==> config.mk <==
export PLATFORM = sky130hd
export DESIGN_NAME = div
export DESIGN_NICKNAME = d
export VERILOG_FILES = /design/src/rtl/div_pkg.sv /design/src/rtl/div.sv
export SDC_FILE = /design/constraint.sdc
export NUM_CORES = 1
export LEC_CHECK = 0
export CAP_MARGIN = 30
export CORE_UTILIZATION = 45
export DETAILED_ROUTE_END_ITERATION = 12
export PLACE_DENSITY = 0.67
export SYNTH_ARGS = -nofsm -noshare
export SYNTH_HDL_FRONTEND = slang
export SYNTH_SLANG_ARGS = --single-unit
==> constraint.sdc <==
create_clock -name clk -period 8.1 [get_ports clk]
set_input_delay 0.81 -clock clk [delete_from_list [all_inputs] [get_ports clk]]
set_output_delay 0.81 -clock clk [all_outputs]
set_load 0.02 [all_outputs]
==> src/rtl/div_pkg.sv <==
// Shared constants and types for the iterative divider.
//   - div_state_e : FSM state encodings DivFree / DivByZero / DivOn / DivEnd
//   - DivResultReady / DivResultNotReady : levels of ready_o
//   - DivStart / DivStop : levels of start_i
//   - double_reg_bus_t : 64-bit {remainder, quotient} result bus
//   - abs_operand() : operand magnitude, used when loading a signed divide
package div_pkg;

  localparam int RegBusWidth       = 32;
  localparam int DoubleRegBusWidth = 64;

  typedef logic [RegBusWidth-1:0]       reg_bus_t;
  typedef logic [DoubleRegBusWidth-1:0] double_reg_bus_t;

  typedef enum logic [1:0] {
    DivFree   = 2'b00,
    DivByZero = 2'b01,
    DivOn     = 2'b10,
    DivEnd    = 2'b11
  } div_state_e;

  localparam logic DivResultReady    = 1'b1;
  localparam logic DivResultNotReady = 1'b0;
  localparam logic DivStart          = 1'b1;
  localparam logic DivStop           = 1'b0;

  // Magnitude of an operand. In unsigned mode the value passes through.
  // 0x80000000 maps to itself, which the unsigned core reads as 2^31.
  function automatic reg_bus_t abs_operand(input logic is_signed, input reg_bus_t value);
    return (is_signed && value[RegBusWidth-1]) ? reg_bus_t'(-value) : value;
  endfunction

endpackage

==> src/rtl/div.sv <==
// Iterative 32-bit restoring divider, one quotient bit per clock.
// Ports:
//   clk          system clock, all state updates on the rising edge
//   rst          synchronous active-high reset
//   signed_div_i 1 = two's-complement divide, 0 = unsigned
//   opdata1_i    dividend, captured when a request is accepted
//   opdata2_i    divisor, captured when a request is accepted
//   start_i      request; held high until ready_o has been seen
//   annul_i      cancel the operation in progress
//   result_o     {remainder[63:32], quotient[31:0]}, registered
//   ready_o      result valid, registered
// Latency: accept at edge E0 -> ready_o after E0+33 (E0+2 for divisor 0).
module div
  import div_pkg::*;
(
  input  logic            clk,
  input  logic            rst,
  input  logic            signed_div_i,
  input  logic [31:0]     opdata1_i,
  input  logic [31:0]     opdata2_i,
  input  logic            start_i,
  input  logic            annul_i,
  output logic [63:0]     result_o,
  output logic            ready_o
);

  div_state_e state, state_nxt;

  logic [5:0] cnt;
  reg_bus_t   rem_q;      // partial remainder
  reg_bus_t   quo_q;      // dividend bits shift out, quotient bits shift in
  reg_bus_t   divisor_q;
  logic       neg_quo;    // operand signs differed in signed mode
  logic       neg_rem;    // dividend was negative in signed mode

  logic       accept;
  logic       abort;
  logic       done;
  logic [33:0] diff;
  reg_bus_t   quo_fix;
  reg_bus_t   rem_fix;

  assign accept = (start_i == DivStart) && !annul_i;
  // Dropping start mid-divide means the requester has gone away: same as annul.
  assign abort  = annul_i || (start_i == DivStop);
  assign done   = (cnt == 6'd32);

  // Trial subtraction of {rem, next dividend bit} - divisor. Two guard bits
  // because the shifted partial remainder itself can need 33 bits.
  assign diff = {1'b0, rem_q, quo_q[31]} - {2'b00, divisor_q};

  assign quo_fix = neg_quo ? reg_bus_t'(-quo_q) : quo_q;
  assign rem_fix = neg_rem ? reg_bus_t'(-rem_q) : rem_q;

  // NOTE: sequential state uses non-blocking assignments so every register
  // samples pre-edge values regardless of process ordering.
  always_ff @(posedge clk) begin
    if (rst) state <= DivFree;
    else     state <= state_nxt;
  end

  always_comb begin
    // NOTE: default assigned first so no path leaves state_nxt unassigned,
    // which would otherwise infer a latch.
    state_nxt = state;
    case (state)
      DivFree: begin
        if (accept) state_nxt = (opdata2_i == '0) ? DivByZero : DivOn;
      end
      DivByZero: state_nxt = DivEnd;
      DivOn: begin
        if (abort)     state_nxt = DivFree;
        else if (done) state_nxt = DivEnd;
      end
      DivEnd: begin
        if (start_i == DivStop) state_nxt = DivFree;
      end
      default: state_nxt = DivFree;
    endcase
  end

  // NOTE: every datapath register is reset, not only the outputs, so an
  // aborted divide leaves nothing that could leak into the next request.
  always_ff @(posedge clk) begin
    if (rst) begin
      cnt       <= '0;
      rem_q     <= '0;
      quo_q     <= '0;
      divisor_q <= '0;
      neg_quo   <= 1'b0;
      neg_rem   <= 1'b0;
      result_o  <= '0;
      ready_o   <= DivResultNotReady;
    end else begin
      case (state)
        DivFree: begin
          result_o <= '0;
          ready_o  <= DivResultNotReady;
          if (accept && (opdata2_i != '0)) begin
            cnt       <= '0;
            rem_q     <= '0;
            quo_q     <= abs_operand(signed_div_i, opdata1_i);
            divisor_q <= abs_operand(signed_div_i, opdata2_i);
            neg_quo   <= signed_div_i && (opdata1_i[31] ^ opdata2_i[31]);
            neg_rem   <= signed_div_i && opdata1_i[31];
          end
        end
        DivByZero: begin
          result_o <= '0;
          ready_o  <= DivResultNotReady;
        end
        DivOn: begin
          if (abort) begin
            cnt      <= '0;
            result_o <= '0;
            ready_o  <= DivResultNotReady;
          end else if (done) begin
            cnt      <= '0;
            result_o <= {rem_fix, quo_fix};
            ready_o  <= DivResultReady;
          end else begin
            // diff[33] is the borrow: set means the divisor did not fit.
            if (diff[33]) begin
              rem_q <= {rem_q[30:0], quo_q[31]};
              quo_q <= {quo_q[30:0], 1'b0};
            end else begin
              rem_q <= diff[31:0];
              quo_q <= {quo_q[30:0], 1'b1};
            end
            cnt <= cnt + 6'd1;
          end
        end
        DivEnd: begin
          if (start_i == DivStop) begin
            result_o <= '0;
            ready_o  <= DivResultNotReady;
          end else begin
            ready_o  <= DivResultReady;
          end
        end
        default: begin
          result_o <= '0;
          ready_o  <= DivResultNotReady;
        end
      endcase
    end
  end

endmodule

# Yosys cells after proc, flatten, opt, wreduce, memory -nomap -nowiden
# Index checks and enable logic that the tools add are counted.
[totals]
regBits = 171
in_bits = 69
elab_cells = 76
[classes]
add_sub_neg = 6
n_eq_ne = 10
mux = 32
bitwise_logic = 2
n_reduce_logical = 17
[ops]
columns = ["op", "n"]
rows = [
  ["2-to-1 mux 32 bit", 11],
  ["2-to-1 mux 64 bit", 3],
  ["one-hot mux 64 bit (3 select lines)", 1],
  ["negation 32 bit", 4],
  ["one-hot mux 32 bit (2 select lines)", 2],
  ["subtractor 33 x 32 -> 34 bit", 1],
  ["logical NOT 32 bit", 1],
  ["nonzero test 32 bit", 1],
  ["2-to-1 mux 6 bit", 3],
  ["one-hot mux 6 bit (2 select lines)", 1],
  ["2-to-1 mux 2 bit", 5],
  ["inequality test 2 bit, second input constant", 5],
  ["one-hot mux 2 bit (4 select lines)", 1],
  ["adder 6 x 1 -> 6 bit, second input constant", 1],
  ["equality test 6 bit, second input constant", 1],
  ["AND reduction 2 bit", 3],
  ["logical AND 1 bit", 5],
  ["equality test 2 bit, second input constant", 2],
  ["2-to-1 mux 1 bit", 4],
  ["AND reduction 4 bit", 1],
  ["inequality test 3 bit, second input constant", 1],
  ["one-hot mux 1 bit (3 select lines)", 1],
  ["AND reduction 3 bit", 1],
  ["equality test 2 x 1 -> 1 bit, second input constant", 1],
  ["other kinds (7)", 7],
]

# Longest topological paths before layout
# Gate-level depths: netlist of the first run.
[logic_depth]
word_depth = 5
ltp_mapped = 13

# Worst setup path after synthesis of the first run
# OpenSTA, ideal clock, no wires.
[synth_path]
kind = "input -> register"
startpoint = "input opdata1_i[0]"
endpoint = "register quo_q[18]"
setup_ns = 0.070
arrival_time_ns = 3.033
required_time_ns = 8.030
setup_slack_ns = 4.996
stages = 10
n_path_buf = 0
cell_sequence = "inv_1 -> ha_1 -> or4b_2 -> nor4_1 -> nand2_1 -> o21ai_0 -> xnor2_1 -> nor2_1 -> or3_1 -> a21oi_1"
[synth_between]
elab_chain_cells = 4
[synth_lines]
columns = ["item", "line", "text"]
rows = [
  ["start, declared", "div.sv:19", "input logic [31:0] opdata1_i,"],
  ["negation 32 bit", "div_pkg.sv:30", "return (is_signed && value[RegBusWidth-1]) ? reg_bus_t'(-value) : value;"],
  ["2-to-1 mux 32 bit", "div_pkg.sv:30", ""],
  ["2-to-1 mux 32 bit", "div.sv:99", "if (accept && (opdata2_i != '0)) begin"],
  ["one-hot mux 32 bit (2 select lines)", "div.sv:95", "case (state)"],
  ["end signal, assigned", "div.sv:102", "quo_q <= abs_operand(signed_div_i, opdata1_i);"],
  ["end signal, assigned", "div.sv:125", "quo_q <= {quo_q[30:0], 1'b0};"],
  ["end signal, assigned", "div.sv:128", "quo_q <= {quo_q[30:0], 1'b1};"],
  ["end, declared", "div.sv:31", "reg_bus_t quo_q;"],
]
# No other way between the ends. The select of a mux whose other input is x is not followed.
# A chain may end at the register's enable or synchronous reset.

# Worst setup path after layout of the first run
[layout_path]
startpoint = "input opdata2_i[13]"
endpoint = "register quo_q[19]"
[layout_between]
elab_chain_cells = 4
[layout_lines]
columns = ["item", "line", "text"]
rows = [
  ["start, declared", "div.sv:20", "input logic [31:0] opdata2_i,"],
  ["nonzero test 32 bit", "div.sv:99", ""],
  ["logical AND 1 bit", "div.sv:99", ""],
  ["inequality test 2 bit (no source line)", "n/a", ""],
  ["AND reduction 4 bit (no source line)", "n/a", ""],
]
# No other way between the ends.

==> results.cfg, run 1 <==
[die]
io-pin-count = 134
die_area_mm2 = 0.0248
rows = 56
die_h_um = 157
floorplan.die.width_um = 157
initial_core_util_pct = 46.0
core_area_mm2 = 0.0236

[critical_path]
delay_of_the_slowest_critical_path_stage_ns = 0.63
timing.critical_path.fanout_max = 64
timing.critical_path.cells = clkdlybuf4s50_1, or4_1, or4_4, nor4_4, a21oi_4, buf_4, nor2_4, buf_4, a211oi_1, a21oi_1, nor2_1
critPathArrivalTime_ns = 4.14
worst_setup_path_start_kind = primary input
worst-r2r-cell-count = 10
cp.required_ns = 8.41
critical_path.reg2reg.startpoint = rem_q[0]$_SDFFE_PP0P_
timing.setup.critical_path_class = in2reg
r2r_setup_slack_ns = 4.36
critical-path-top-cell-by-count = sky130_fd_sc_hd__buf_4
kind_of_end_point_of_the_critical_path = flop
slowest_stage = sky130_fd_sc_hd__or4_1
worstSetupStartpoint = opdata2_i[13]

[sta]
timing.clock.skew_ns = 0.0129
slew-limit-headroom_pct = 32.1
fmax_mhz = 261
report.final.setup_viol = 0
final-hold-violation-count = 0
fin_crit_sh_pct = 47.3
final_period_minus_worst_setup_slack_ns = 3.83
finalMaxSlewViolations = 0
unrepaired_setup_endpoints_after_global_routing = false
max_slew.worst_pin.slew_ns = 1.02
accumulated_negative_setup_slack_ns = 0

[cts]
cts.reportedPaths.clkPinSlew_ns = 0.08
hold_fix_buffer_count_after_cts = 0
cts_tree = built
tritoncts_num_sinks = 171
clock_tree.buffer_depth = 2
clock_root_cell = sky130_fd_sc_hd__clkbuf_16
cts_post_setup_buffers_inserted = 0
cts_buffers = 17
cts_resized = 0
clock_insertion_delay_worst_skew_ns = 0.44
htreeDepth = 4

[synth]
syn_avg_cell_area_um2 = 7.84
sequential_share_of_the_synthesized_area_pct = 31.5
post_synth_instance_area_mm2 = 0.0109
synth.area.top_cells = sky130_fd_sc_hd__dfxtp_1, sky130_fd_sc_hd__xnor2_1, sky130_fd_sc_hd__nor2_1
netlist-cell-type-count = 69
synth-main-ff-cell = sky130_fd_sc_hd__dfxtp_1
instance_count_of_the_mapped_netlist = 1386
post-synth-top-area-cell = sky130_fd_sc_hd__dfxtp_1
synth_edf_count = 0
synth-seq-cells = 171
postSynth.asyncResetShare_pct = 0
synthesis.nets = 1494
yosysWarningCount = 0
synth_largest_type_area_fraction_pct = 31.5

[global_routing]
grt_pass1_vias = 9219
grt-ovfl-total = 0
grt_max_degree = 65
grt_first_pass_wirelength_um = 48500
antenna_found_initial = 0
groute.usage.overall_pct = 24.9

[cells_and_area]
area_growth_syn_to_layout_pct = 19.5
post_route_cells_drive_above_1_share_pct = 5.34
finish.utilization_pct = 55.0
diodes = 0
design.final.nets = 1575
layout.cell_area.non_filler_mm2 = 0.0130

[min_path]
hold_path_class = reg2reg
min_delay_path_depth = 2
timing.hold.worst.start = result_o[0]$_SDFFE_PP0P_

[status]
outcome = complete, no violations

[drt]
routed_wl_um = 30800
avgRoutedWirePerCell_um = 17.1
iteration_count_of_the_initial_detailed_routing_pass = 5
route.detailed.drc = 0
drt_first_iter_violations = 650
num_vias = 10331
final_ant_viol_nets = 0
routed_via_density = 5.74

[placement]
finalWeightedCongestion = 0.876
detailed_place.area_mm2 = 0.0124
place_hpwl_um = 23200
io_buffers = 133

[power]
cellPowerDensity_mw_per_mm2 = 159
peakVddDrop_uv = 97.2
p_leak_uw = 0.00483

[flow_run]
cap_violations = 0
## Yosys cell counts, types with 6 or more instances
cell type and n:
sky130_fd_sc_hd__a211oi_1 62, sky130_fd_sc_hd__a32oi_1 7, sky130_fd_sc_hd__a21oi_1 101, sky130_fd_sc_hd__nand2b_1 11
sky130_fd_sc_hd__or4_1 10, sky130_fd_sc_hd__nand4_1 11, sky130_fd_sc_hd__xnor2_1 105, sky130_fd_sc_hd__inv_1 53
sky130_fd_sc_hd__o41ai_1 14, sky130_fd_sc_hd__nor4_1 8, sky130_fd_sc_hd__o31ai_1 19, sky130_fd_sc_hd__a31oi_1 10
sky130_fd_sc_hd__a22oi_1 29, sky130_fd_sc_hd__o21a_1 6, sky130_fd_sc_hd__ha_1 38, sky130_fd_sc_hd__nand2_1 110
sky130_fd_sc_hd__a21o_1 16, sky130_fd_sc_hd__nor3_1 38, sky130_fd_sc_hd__dfxtp_1 171, sky130_fd_sc_hd__and3_1 8
sky130_fd_sc_hd__nor2b_1 9, sky130_fd_sc_hd__o21ai_0 73, sky130_fd_sc_hd__clkbuf_1 65, sky130_fd_sc_hd__a22o_1 28
sky130_fd_sc_hd__and2_1 6, sky130_fd_sc_hd__nor2_1 191, sky130_fd_sc_hd__xor2_1 38, sky130_fd_sc_hd__or3_1 11
sky130_fd_sc_hd__buf_2 17, sky130_fd_sc_hd__nand3_1 25, sky130_fd_sc_hd__mux2i_1 22
## logic make-up after synthesis
logic type                 Yosys count  synth area share, %
and+or+nand+nor                    461                 19.8
muxes                               22                 2.03
xor gates and xnor gates           143                 11.5
DFF                                171                 31.5
AOI/OAI and AO/OA                  413                 25.7
buffers and inverters              137                 4.93
adders and majority gates           39                 4.56
## power by group
group	leakage [uW]	switching (uW)	internal (uW)
logic	0.00317	220	157
registers	0.00139	27.0	863
clock network	0.000272	384	415
total	0.00483	632	1440
## registers in the layout, summed over array words and instances (netlist names)
| signal | flops |
|---|---|
| cnt | 6 |
| divisor_q | 32 |
| neg_quo | 1 |
| neg_rem | 1 |
| quo_q | 32 |
| ready_o | 1 |
| rem_q | 32 |
| result_o | 64 |
| state | 2 |
## placed cells by master (no fill, tap or decap), types with 11 or more instances in the layout
master / count
sky130_fd_sc_hd__nor2_1: 189
sky130_fd_sc_hd__dfxtp_1: 171
sky130_fd_sc_hd__clkdlybuf4s50_1: 132
sky130_fd_sc_hd__nand2_1: 110
sky130_fd_sc_hd__xnor2_1: 105
sky130_fd_sc_hd__a21oi_1: 101
sky130_fd_sc_hd__o21ai_0: 73
sky130_fd_sc_hd__a211oi_1: 62
sky130_fd_sc_hd__inv_1: 53
sky130_fd_sc_hd__xor2_1: 38
sky130_fd_sc_hd__ha_1: 38
sky130_fd_sc_hd__nor3_1: 37
sky130_fd_sc_hd__a22oi_1: 29
sky130_fd_sc_hd__a22o_1: 28
sky130_fd_sc_hd__nand3_1: 25
sky130_fd_sc_hd__mux2i_1: 22
sky130_fd_sc_hd__o31ai_1: 19
sky130_fd_sc_hd__clkbuf_16: 17
sky130_fd_sc_hd__a21o_1: 16
sky130_fd_sc_hd__o41ai_1: 14
sky130_fd_sc_hd__nand4_1: 11
sky130_fd_sc_hd__or3_1: 11
## metrics by stage
stage | setup slack (ns) | power [uW] | hold slack, ns | instances
2_1_floorplan | 5.00 | 1160 | 0.432 | 1386
6_report | 4.27 | 2070 | 0.462 | 1799
3_5_place_dp | 3.87 | 1280 | 0.449 | 1765
3_3_place_gp | 3.90 | 1270 | 0.444 | 1763
5_1_grt | 4.03 | 2150 | 0.484 | 1799
4_1_cts | 4.31 | 2070 | 0.464 | 1797
## worst max-delay path, delay by kind of cell
kind	cells	cell delay (ns)
simple gates	5	1.67
buf+inv	3	1.31
compound gates	3	0.33
## path summary, 6_finish.rpt
path	end
setup / recovery	quo_q[19]$_SDFFE_PP0P_
hold / removal	result_o[0]$_SDFFE_PP0P_
setup reg to reg	rem_q[26]$_SDFFE_PP0P_
hold reg to reg	result_o[0]$_SDFFE_PP0P_
## layer usage
metal	track usage [%]	up-vias	share of wire [%]
met5	0	-	0
met4	8.09	0	2.1
met3	3.22	47	5.8
met2	37.9	318	44
met1	36.0	4817	48
li1	-	5149	-
## area by class of cell
| cell class | instances | area, um^2 |
|---|---|---|
| sequential | 171 | 3420 |
| clock buffer | 19 | 443 |
| fill | 2200 | 10600 |
| timing repair buffer | 146 | 1460 |
| multi-input combinational | 1078 | 6930 |
| inverter | 53 | 199 |
| clock inverter | 13 | 129 |
| tap | 319 | 399 |
Power figures use the tool's default switching activity.
==> inputs of run 2 (changes only) <==
--- a/config.mk
+++ b/config.mk
@@ -8,7 +8,7 @@
 export CAP_MARGIN = 30
 export CORE_UTILIZATION = 45
 export DETAILED_ROUTE_END_ITERATION = 12
-export PLACE_DENSITY = 0.67
+export PLACE_DENSITY = 0.69
 export SYNTH_ARGS = -nofsm -noshare
 export SYNTH_HDL_FRONTEND = slang
 export SYNTH_SLANG_ARGS = --single-unit
==> constraint.sdc (replaced) <==
create_clock -name clk -period 3.2 [get_ports clk]
set_input_delay 0.32 -clock clk [delete_from_list [all_inputs] [get_ports clk]]
set_output_delay 0.32 -clock clk [all_outputs]
set_load 0.02 [all_outputs]
==> run 2 against run 1 <==
Die area is the same. Non-clock buffer count rose by 53. Count of clock-buffer cells in the layout shrank 1. Final cell count grew 2.9%. First-iteration DRC count up 39%. Utilization up 2.0 points. Worst hold slack lost 0.12 ns. Clock skew up 0.0016 ns. Critical path type is now reg2reg. Global-route usage is 0.95 points higher.
==> results.cfg, run 2 (same netlist as run 1, synthesis figures left out) <==
[status]
outcome = complete, no violations

[power]
p_sw_uw = 1630
power.clock.fraction_pct = 38.8
internal_power_uw = 3680
seq_power_share_pct = 42.5
power_frac_comb_pct = 18.7
p_leak_uw = 0.00512
peakVddDrop_uv = 315
power.share.switching_pct = 30.7
cellPowerDensity_mw_per_mm2 = 394

[die]
rows = 56
floorplan.die.width_um = 157
io-pin-count = 134
die_h_um = 157
initial_core_util_pct = 46.0
die_area_mm2 = 0.0248
core_area_mm2 = 0.0236

[critical_path]
crit_family = compound AO/OA/AOI/OAI gates
slowest_stage = sky130_fd_sc_hd__fa_1
timing.critical_path.fanout_max = 3
worst_setup_path_start_kind = flop
timing.setup.critical_path_class = reg2reg
cp.required_ns = 3.52
delay_of_the_slowest_critical_path_stage_ns = 0.42
critical-path-top-cell-by-count = sky130_fd_sc_hd__inv_1
timing.critical_path.cells = inv_1, ha_1, inv_1, fa_1, a211oi_2, o21a_1, a21boi_0, a211oi_1, a31oi_1, a21oi_1, xor2_1, o21ai_0
critPathArrivalTime_ns = 3.37
path_buf_inv = 2
kind_of_end_point_of_the_critical_path = flop

[cts]
clock_root_cell = sky130_fd_sc_hd__clkbuf_16
hold_fix_buffer_count_after_cts = 0
tritoncts_num_sinks = 171
cts_buffers = 17
clock_insertion_delay_worst_skew_ns = 0.44
cts.reportedPaths.clkPinSlew_ns = 0.07
htreeDepth = 4
cts_tree = built
clock_tree.buffer_depth = 2

[placement]
finalWeightedCongestion = 0.917
dp_cells = 1819
io_buffers = 133
place_hpwl_um = 24200

[sta]
fin_crit_sh_pct = 95.3
report.final.setup_viol = 0
final_period_minus_worst_setup_slack_ns = 3.05
unrepaired_setup_endpoints_after_global_routing = false
final-hold-violation-count = 0
timing.clock.skew_ns = 0.0145
worst_hold_slack_ns = 0.340
accumulated_negative_setup_slack_ns = 0
fmax_mhz = 328
finalMaxSlewViolations = 0
max_slew.worst_pin.slew_ns = 1.01
slew-limit-headroom_pct = 32.3

[global_routing]
grt_max_degree = 73
grt-ovfl-total = 0
antenna_found_initial = 0
grt_use_met2_pct = 39.5
grt-busiest-layer = met2
groute.layer.met3.usage_pct = 3.69
grt_first_pass_wirelength_um = 50200
groute.usage.overall_pct = 25.9
grtUsageMet1_pct = 37.2
grt_pass1_vias = 9460

[flow_run]
cap_violations = 0

[cells_and_area]
ff_latch_area_mm2 = 0.00342
mostFrequentLayoutCell = sky130_fd_sc_hd__nor2_1
diodes = 0
multi_input_area_mm2 = 0.00694
final_cell_count_no_fill = 1852
fillers = 2202
area_growth_syn_to_layout_pct = 23.8
design.final.nets = 1628
register_with_the_most_flip_flops = result_o
layout_common_cells = sky130_fd_sc_hd__nor2_1, sky130_fd_sc_hd__dfxtp_1, sky130_fd_sc_hd__clkdlybuf4s50_1
post_route_cells_drive_above_1_share_pct = 8.74
largest_reg_flops = 64

[drt]
num_vias = 10551
avgRoutedWirePerCell_um = 17.0
route.detailed.drc = 0
iteration_count_of_the_initial_detailed_routing_pass = 5
final_ant_viol_nets = 0
routed_via_density = 5.70
routed_wl_um = 31500
drt_first_iter_violations = 903

[min_path]
hold_path_class = in2reg
-- run 2: worst paths after layout --
kind                             from                        to  slack (ns)  cells past startpoint
min reg2reg  result_o[0]$_SDFFE_PP0P_  result_o[0]$_SDFFE_PP0P_        0.47                      2
min                               rst       cnt[1]$_SDFFE_PP0P_        0.34                      2
max            quo_q[31]$_SDFFE_PP0P_    rem_q[20]$_SDFFE_PP0P_        0.15                     12
max reg2reg    quo_q[31]$_SDFFE_PP0P_    rem_q[20]$_SDFFE_PP0P_        0.15                     12
-- run 2: metal layers --
metal | vias up | share of wire [%]
met5 | - | 0
li1 | 5249 | -
met2 | 352 | 44
met3 | 32 | 6.4
met4 | 0 | 2.0
met1 | 4918 | 48
-- run 2: layout make-up --
class	instances	share of cell area (%)
inverters	53	1.48
repair buffers	199	14.2
well taps	319	2.97
flip-flops and latches	171	25.4
multi-input cells	1078	51.5
clock inverters	14	1.10
clock buffers	18	3.26
-- run 2: power by group through the flow --
stage / clock network (uW) / logic (uW) / registers, uW
2_1_floorplan: 0 / 654 / 2270
5_1_grt: 2190 / 1090 / 2260
3_5_place_dp: 0 / 975 / 2300
4_1_cts: 2090 / 980 / 2250
6_report: 2060 / 992 / 2250
3_3_place_gp: 0 / 957 / 2300
-- run 2: stage by stage --
stage / setup WS (ns) / power, uW / utilization [%] / instance area (um^2)
after detailed placement: -0.0210 / 3280 / 54.5 / 12900
after global routing: 0.0373 / 5540 / 57.0 / 13500
after floorplan: 0.318 / 2930 / - / 10900
final: 0.149 / 5310 / 57.0 / 13500
after global placement: 0.0294 / 3260 / 54.3 / 12800
after CTS: 0.0872 / 5320 / 57.0 / 13400
-- run 2: what timing repair did --
item | CTS | global route
endpoints found under the setup margin | 0 | 5
resized for setup | 0 | 1
buffers inserted | 0 | 1
hold endpoints to repair | 0 | 0
-- run 2: worst reg2reg max path: stages (launching register included) --
cell	delay (ns)
sky130_fd_sc_hd__dfxtp_1	0.32
sky130_fd_sc_hd__inv_1	0.11
sky130_fd_sc_hd__ha_1	0.18
sky130_fd_sc_hd__inv_1	0.05
sky130_fd_sc_hd__fa_1	0.42
sky130_fd_sc_hd__a211oi_2	0.35
sky130_fd_sc_hd__o21a_1	0.26
sky130_fd_sc_hd__a21boi_0	0.21
sky130_fd_sc_hd__a211oi_1	0.36
sky130_fd_sc_hd__a31oi_1	0.21
sky130_fd_sc_hd__a21oi_1	0.22
sky130_fd_sc_hd__xor2_1	0.16
sky130_fd_sc_hd__o21ai_0	0.08
